===== src/rtl/mem_arbiter_pkg.sv =====
// mem_arbiter shared types and constants.
// Imported by the arbiter, its picker and the port interface.
package mem_arbiter_pkg;

  typedef enum logic {
    LAST0,
    LAST1
  } arb_last_t;

  localparam int PORT_INSTR = 0;
  localparam int PORT_DATA  = 1;

  // Map a one-hot grant to the port it names; hold on no grant.
  function automatic arb_last_t next_last(
    input logic [1:0] gnt,
    input arb_last_t  cur
  );
    arb_last_t r;
    r = cur;
    if (gnt[PORT_INSTR]) r = LAST0;
    else if (gnt[PORT_DATA]) r = LAST1;
    return r;
  endfunction

endpackage


===== src/rtl/mem_arbiter_if.sv =====
// Two requester ports plus the single-port memory bus.
// master = requesters and memory, slave = arbiter.
interface mem_arbiter_if #(
  parameter int ADDR_W = 32,
  parameter int DATA_W = 32
);

  logic              req0;
  logic              req1;
  logic              we0;
  logic              we1;
  logic [ADDR_W-1:0] addr0;
  logic [ADDR_W-1:0] addr1;
  logic [DATA_W-1:0] wd0;
  logic [DATA_W-1:0] wd1;
  logic              gnt0;
  logic              gnt1;
  logic              rvalid0;
  logic              rvalid1;
  logic [DATA_W-1:0] rd0;
  logic [DATA_W-1:0] rd1;
  logic [ADDR_W-1:0] m_addr;
  logic [DATA_W-1:0] m_wd;
  logic              m_we;
  logic [DATA_W-1:0] m_rd;

  modport master (
    output req0, req1, we0, we1,
    output addr0, addr1, wd0, wd1,
    output m_rd,
    input  gnt0, gnt1,
    input  rvalid0, rvalid1, rd0, rd1,
    input  m_addr, m_wd, m_we
  );

  modport slave (
    input  req0, req1, we0, we1,
    input  addr0, addr1, wd0, wd1,
    input  m_rd,
    output gnt0, gnt1,
    output rvalid0, rvalid1, rd0, rd1,
    output m_addr, m_wd, m_we
  );

endinterface


===== src/rtl/mem_arbiter_rr_pick2.sv =====
// Two-way round-robin picker, purely combinational.
// Grants the port other than last when both request.
module rr_pick2
  import mem_arbiter_pkg::*;
(
  input  logic [1:0] req,
  input  arb_last_t  last,
  output logic [1:0] gnt
);

  // One-hot grant; favour the port not granted most recently.
  always_comb begin
    gnt = 2'b00;
    unique case (req)
      2'b11:   gnt = (last == LAST0) ? 2'b10 : 2'b01;
      2'b01:   gnt = 2'b01;
      2'b10:   gnt = 2'b10;
      default: gnt = 2'b00;
    endcase
  end

endmodule


===== src/rtl/mem_arbiter.sv =====
// Round-robin arbiter sharing one single-port memory
// between instruction-fetch (port 0) and data (port 1).
module mem_arbiter
  import mem_arbiter_pkg::*;
#(
  parameter int ADDR_W = 32,
  parameter int DATA_W = 32,
  parameter int CNT_W  = 16
) (
  input  logic             clk,
  input  logic             rst,
  mem_arbiter_if.slave     bus,
  output logic [CNT_W-1:0] contention
);

  arb_last_t         r_last;
  logic              r_rvalid0;
  logic              r_rvalid1;
  logic [DATA_W-1:0] r_rd0;
  logic [DATA_W-1:0] r_rd1;
  logic [CNT_W-1:0]  r_cnt;
  logic [1:0]        w_req;
  logic [1:0]        w_gnt;
  logic              w_rd0;
  logic              w_rd1;
  logic              w_both;

  assign w_req[PORT_INSTR] = bus.req0 & ~rst;
  assign w_req[PORT_DATA]  = bus.req1 & ~rst;
  assign w_both = bus.req0 & bus.req1;

  rr_pick2 u_pick (
    .req  (w_req),
    .last (r_last),
    .gnt  (w_gnt)
  );

  assign bus.gnt0 = w_gnt[PORT_INSTR];
  assign bus.gnt1 = w_gnt[PORT_DATA];

  assign w_rd0 = w_gnt[PORT_INSTR] & ~bus.we0;
  assign w_rd1 = w_gnt[PORT_DATA] & ~bus.we1;

  assign bus.m_addr = w_gnt[PORT_DATA]
                    ? bus.addr1 : bus.addr0;
  assign bus.m_wd   = w_gnt[PORT_DATA]
                    ? bus.wd1 : bus.wd0;
  assign bus.m_we   = (w_gnt[PORT_INSTR] & bus.we0)
                    | (w_gnt[PORT_DATA] & bus.we1);

  // Remember the most recently granted port.
  always_ff @(posedge clk or posedge rst) begin
    if (rst) r_last <= LAST1;
    else     r_last <= next_last(w_gnt, r_last);
  end

  // Capture read data at the grant edge; pulse rvalid once.
  always_ff @(posedge clk or posedge rst) begin
    if (rst) begin
      r_rvalid0 <= 1'b0;
      r_rvalid1 <= 1'b0;
      r_rd0     <= '0;
      r_rd1     <= '0;
    end else begin
      r_rvalid0 <= w_rd0;
      r_rvalid1 <= w_rd1;
      if (w_rd0) r_rd0 <= bus.m_rd;
      if (w_rd1) r_rd1 <= bus.m_rd;
    end
  end

  // Count contended cycles, sticking at all-ones.
  always_ff @(posedge clk or posedge rst) begin
    if (rst)
      r_cnt <= '0;
    else if (w_both && (r_cnt != {CNT_W{1'b1}}))
      r_cnt <= r_cnt + 1'b1;
  end

  assign bus.rvalid0 = r_rvalid0;
  assign bus.rvalid1 = r_rvalid1;
  assign bus.rd0     = r_rd0;
  assign bus.rd1     = r_rd1;
  assign contention  = r_cnt;

endmodule


===== src/flat_wrapper.sv =====
// flat-port wrapper written by rule: the top's interface ports become plain ports
module mem_arbiter_flat import mem_arbiter_pkg::*;
#(
  parameter int ADDR_W = 32,
  parameter int DATA_W = 32,
  parameter int CNT_W  = 16
)
  (clk, rst, contention, bus_req0, bus_req1, bus_we0, bus_we1, bus_addr0, bus_addr1, bus_wd0, bus_wd1, bus_m_rd, bus_gnt0, bus_gnt1, bus_rvalid0, bus_rvalid1, bus_rd0, bus_rd1, bus_m_addr, bus_m_wd, bus_m_we);
  mem_arbiter_if #(.ADDR_W(ADDR_W), .DATA_W(DATA_W)) bus_i ();
  input  logic clk;
  input  logic rst;
  output logic [CNT_W-1:0] contention;
  input wire logic [$bits(bus_i.req0)-1:0] bus_req0;
  input wire logic [$bits(bus_i.req1)-1:0] bus_req1;
  input wire logic [$bits(bus_i.we0)-1:0] bus_we0;
  input wire logic [$bits(bus_i.we1)-1:0] bus_we1;
  input wire logic [$bits(bus_i.addr0)-1:0] bus_addr0;
  input wire logic [$bits(bus_i.addr1)-1:0] bus_addr1;
  input wire logic [$bits(bus_i.wd0)-1:0] bus_wd0;
  input wire logic [$bits(bus_i.wd1)-1:0] bus_wd1;
  input wire logic [$bits(bus_i.m_rd)-1:0] bus_m_rd;
  output wire logic [$bits(bus_i.gnt0)-1:0] bus_gnt0;
  output wire logic [$bits(bus_i.gnt1)-1:0] bus_gnt1;
  output wire logic [$bits(bus_i.rvalid0)-1:0] bus_rvalid0;
  output wire logic [$bits(bus_i.rvalid1)-1:0] bus_rvalid1;
  output wire logic [$bits(bus_i.rd0)-1:0] bus_rd0;
  output wire logic [$bits(bus_i.rd1)-1:0] bus_rd1;
  output wire logic [$bits(bus_i.m_addr)-1:0] bus_m_addr;
  output wire logic [$bits(bus_i.m_wd)-1:0] bus_m_wd;
  output wire logic [$bits(bus_i.m_we)-1:0] bus_m_we;
  assign bus_i.req0 = bus_req0;
  assign bus_i.req1 = bus_req1;
  assign bus_i.we0 = bus_we0;
  assign bus_i.we1 = bus_we1;
  assign bus_i.addr0 = bus_addr0;
  assign bus_i.addr1 = bus_addr1;
  assign bus_i.wd0 = bus_wd0;
  assign bus_i.wd1 = bus_wd1;
  assign bus_i.m_rd = bus_m_rd;
  assign bus_gnt0 = bus_i.gnt0;
  assign bus_gnt1 = bus_i.gnt1;
  assign bus_rvalid0 = bus_i.rvalid0;
  assign bus_rvalid1 = bus_i.rvalid1;
  assign bus_rd0 = bus_i.rd0;
  assign bus_rd1 = bus_i.rd1;
  assign bus_m_addr = bus_i.m_addr;
  assign bus_m_wd = bus_i.m_wd;
  assign bus_m_we = bus_i.m_we;
  mem_arbiter #(.ADDR_W(ADDR_W), .DATA_W(DATA_W), .CNT_W(CNT_W)) u_core (.clk(clk), .rst(rst), .bus(bus_i), .contention(contention));
endmodule

===== config.mk =====
export PLATFORM = sky130hd
export DESIGN_NAME = mem_arbiter_flat
export DESIGN_NICKNAME = d
export VERILOG_FILES = /design/src/rtl/mem_arbiter_pkg.sv /design/src/rtl/mem_arbiter_if.sv /design/src/rtl/mem_arbiter_rr_pick2.sv /design/src/rtl/mem_arbiter.sv /design/src/flat_wrapper.sv
export SDC_FILE = /design/constraint.sdc
export NUM_CORES = 1
export LEC_CHECK = 0
export CELL_PAD_IN_SITES_DETAIL_PLACEMENT = 0
export CELL_PAD_IN_SITES_GLOBAL_PLACEMENT = 1
export CORE_MARGIN = 5
export CORE_UTILIZATION = 27
export CTS_BUF_LIST = sky130_fd_sc_hd__clkbuf_2
export DETAILED_ROUTE_END_ITERATION = 10
export GPL_TIMING_DRIVEN = 0
export PLACE_DENSITY_LB_ADDON = 0.08
export SYNTH_ARGS = -nofsm -noshare
export SYNTH_HDL_FRONTEND = slang
export SYNTH_SLANG_ARGS = --single-unit

===== constraint.sdc =====
create_clock -name clk -period 8 [get_ports clk]
set_clock_uncertainty 0.1 [all_clocks]
set_input_delay 1.6 -clock clk [delete_from_list [all_inputs] [get_ports clk]]
set_output_delay 1.6 -clock clk [all_outputs]
set_load 0.03 [all_outputs]

==> summary.txt <==
Logic synthesis
  – Synth Area in XOR/XNOR: 0.0299
  – Largest family of logic cells by synthesized area: multiplexers
  – Synth top area share: 0.501
  – Number of enable flip-flop cells after synthesis: 0
  – Synth Warn #: 0
  – Synth cell types: 34
  – Register area share after synthesis: 0.507
  – Simple-Gate Fraction of Synth Area: 0.0706
  – Syn_nets: 461
  – Area contributors post-synth: dfrtp_1 50%, mux2_2 29%, mux2_1 6.3%, xor2_1 2.8%, buf_2 1.3%
  – Async SR Flop Fraction: 1.00
  – Synth Area per Inst: 13.9 µm²
  – Post-Synthesis Cells: around 290
  – Seq cells post-synth: slightly above 80
  – Mapped Area: 4100 µm²
  – Primary FF master, synth: dfrtp_1
  – Compound-Gate Fraction of Synth Area: 0.00641
  – Synth cell count leaders: 106 x mux2_2, 82 x dfrtp_1, 23 x mux2_1
  – Most instantiated library cell after synthesis: mux2_2
  – Post-synthesis mux area share: 0.358
  – Area leader, netlist: dfrtp_1
  – Adder-cell area share of the yosys netlist: 0.00305

Timing
  – Worst-Margin Slew: 0.622 ns
  – RSZ-0062 raised after global routing: false
  – Setup Viol. Count Final: 0
  – Hold_ws: around 0.42 ns
  – Post-Route Setup TNS: 0 ns
  – Worst setup margin: 2.02 ns
  – Slew Limit Fails: 0
  – Max_slew headroom: 0.582
  – Fin crit period: 5.98 ns
  – Post-route clock period utilization: 0.748
  – Final Hold Fails: 0
  – Fmax: between 150 and 200 MHz

Min path
  – Min-delay src: u_core.bus.rd1[15]
  – Hold crit path type: flop to flop

Power and ir drop
  – Register share of total power: 0.362
  – Worst VDD drop: between 0.0001 and 0.00015 V
  – Switching Share: 0.391
  – Leakage power: 0.00309 µW
  – Cell Pwr Density: 210 nW/µm²
  – Combinational Power Share: 0.492
  – Clk network pwr share: 0.146
  – Sw power: 626 µW
  – Internal: 974 µW

Die
  – Die area: 17,700 µm²
  – Die Wd: 133 µm
  – I/O Pins: around 320
  – Row count: 45
  – Initial core utilization: 0.272
  – CORE AREA: between 15,000 and 20,000 µm²
  – Die Y: 133 µm

Route
  – DRT iter0 DRCs: 87
  – WL final: 16.0 mm
  – Via count: 3,581
  – Vias per cell: 4.40
  – Drt drc: 0
  – Drt pass-1 iters: 3
  – Post-DR wirelength/cell: approximately 20 µm
  – Routed Antenna Nets: 0

GRT
  – All-Layer GR Usage: 0.174
  – First-pass GRT wire length: 23.6 mm
  – Number of global-route vias before repair: 3,928
  – Largest net degree at the start of global routing: 55
  – Initial antenna violation count: 0
  – Grt ovf: 0

Clock tree
  – CTS Sinks: 83
  – Post-CTS setup buffers: 0
  – CTS hold repair buffers: 0
  – Clk buf depth: 2
  – Worst-Skew Late Latency: 0.56 ns
  – CTS tree: yes
  – H-Tree Depth: 3
  – Root Buffer: clkbuf_2
  – Worst-path clk slew: 0.21 ns
  – CTS resizes: 0
  – Num CTS Buffers: 9

Placed design
  – Port bufs: roughly 310
  – Setup slack after placement: just under 2 ns
  – Final HPWL DP: 13.4 mm
  – GP Congestion: a little over 0.8
  – Placed Cells incl. Taps: between 700 and 800

Worst setup path
  – CP arrival: 4.28 ns
  – Type of the worst setup path: primary input to primary output
  – Start point of the critical path: rst
  – Worst-path fanout max: 31
  – Critical path launch point type: primary input
  – Crit. End Element: primary output
  – Worst r2r src: u_core.r_last
  – Required @ worst endpoint: 6.30 ns

Cells and area
  – ANT cells: 0
  – Finished Core Util: 0.508
  – Layout cells sized above 1: 0.237
  – Fillcell total: 1,327
  – Final nets: 787
  – Area Growth Syn to Fin: 86.3%
  – Post-Layout Cell Count: 813

Flow run
  – Max-Cap Viols: 0

Outcome
  – Status: finished, final reports clean
-- per-stage QoR --
| stage | total power (µW) | area, µm² |
|---|---|---|
| 2_1_floorplan | 987 | 4100 |
| 3_3_place_gp | 1370 | 7470 |
| 3_5_place_dp | 1380 | 7500 |
| 4_1_cts | 1630 | 7630 |
| 5_1_grt | 1690 | 7630 |
| 6_report | 1600 | 7630 |
-- metal layers --
layer | wire length [µm] | track usage | vias to the layer above
li1 | - | - | 1712
met1 | 6480 | 0.206 | 1700
met2 | 8010 | 0.298 | 156
met3 | 1330 | 0.0733 | 13
met4 | 144 | 0.0326 | 0
met5 | 0 | 0 | -
-- sequential cells by signal (all words and copies together) (netlist names) --
name / cells
u_core.bus.rd1: 32
u_core.contention: 16
u_core.bus.rd0: 32
u_core.bus.rvalid1: 1
u_core.bus.rvalid0: 1
u_core.r_last: 1
-- final timing paths --
check / end / slack (ns) / cells past startpoint
worst max-delay path: bus_m_addr[13] / 2.02 / 7
worst min-delay path: u_core.bus.rd1[15] / 0.42 / 1
worst max register to register: u_core.bus.rd0[15] / 5.81 / 5
worst min register to register: u_core.bus.rd1[15] / 0.42 / 1
max in group asynchronous: u_core.r_last / 5.76 / 3
min in group asynchronous: u_core.bus.rd1[2] / 1.39 / 2
-- cell type report --
cell class / instances / area, µm² / share of cell area
Multi-Input combinational cell: 194 / 1920 / 0.251
Timing Repair Buffer: 315 / 3170 / 0.416
Buffer: 14 / 88.8 / 0.0116
Clock buffer: 9 / 45.0 / 0.00590
Clock inverter: 7 / 80.1 / 0.0105
Tap cell: 188 / 235 / 0.0308
Inverter: 3 / 13.8 / 0.00180
Sequential cell: 83 / 2080 / 0.272
-- cells by family (layout without fill, tap and decap cells) --
group	Yosys count	in the layout
AOI/OAI and AO/OA	4	4
xor gates and xnor gates	14	14
adders and majority gates	1	1
buffers and inverters	17	348
DFF	83	83
muxes	130	130
and+or+nand+nor	45	45
-- layout by cell type (no fill, tap or decap), drive strengths merged --
cell type and instances:
buf 15, dfrtp 82, dfstp 1, a21boi 1
bufinv 1, nor3b 1, nand2 10, nand2b 2
o21ai 2, and4 1, nor2 6, or3 1
nor4 5, clkbuf 9, or2 1, nor2b 1
clkinv 1, nor3 9, xnor2 1, xor2 13
ha 1, clkdlybuf4s50 314, mux2 130, and2 1
nand4 4, nand3 2, clkinvlp 1, a32oi 1
inv 7, and3 1
-- critical path, cell delays in order --
cell and delay, ns:
clkdlybuf4s50_1 0.54, inv_4 0.39, and2_1 0.22, buf_2 0.23, buf_2 0.30, mux2_2 0.38
clkdlybuf4s50_1 0.61
-- power by group through the flow --
stage,sequential (µW),clock (µW),combinational (µW)
2_1_floorplan,777,0,210
3_3_place_gp,584,0,790
3_5_place_dp,589,0,794
4_1_cts,581,249,798
5_1_grt,595,267,826
6_report,579,233,787
Note: power is estimated with default switching activity, not from simulation.
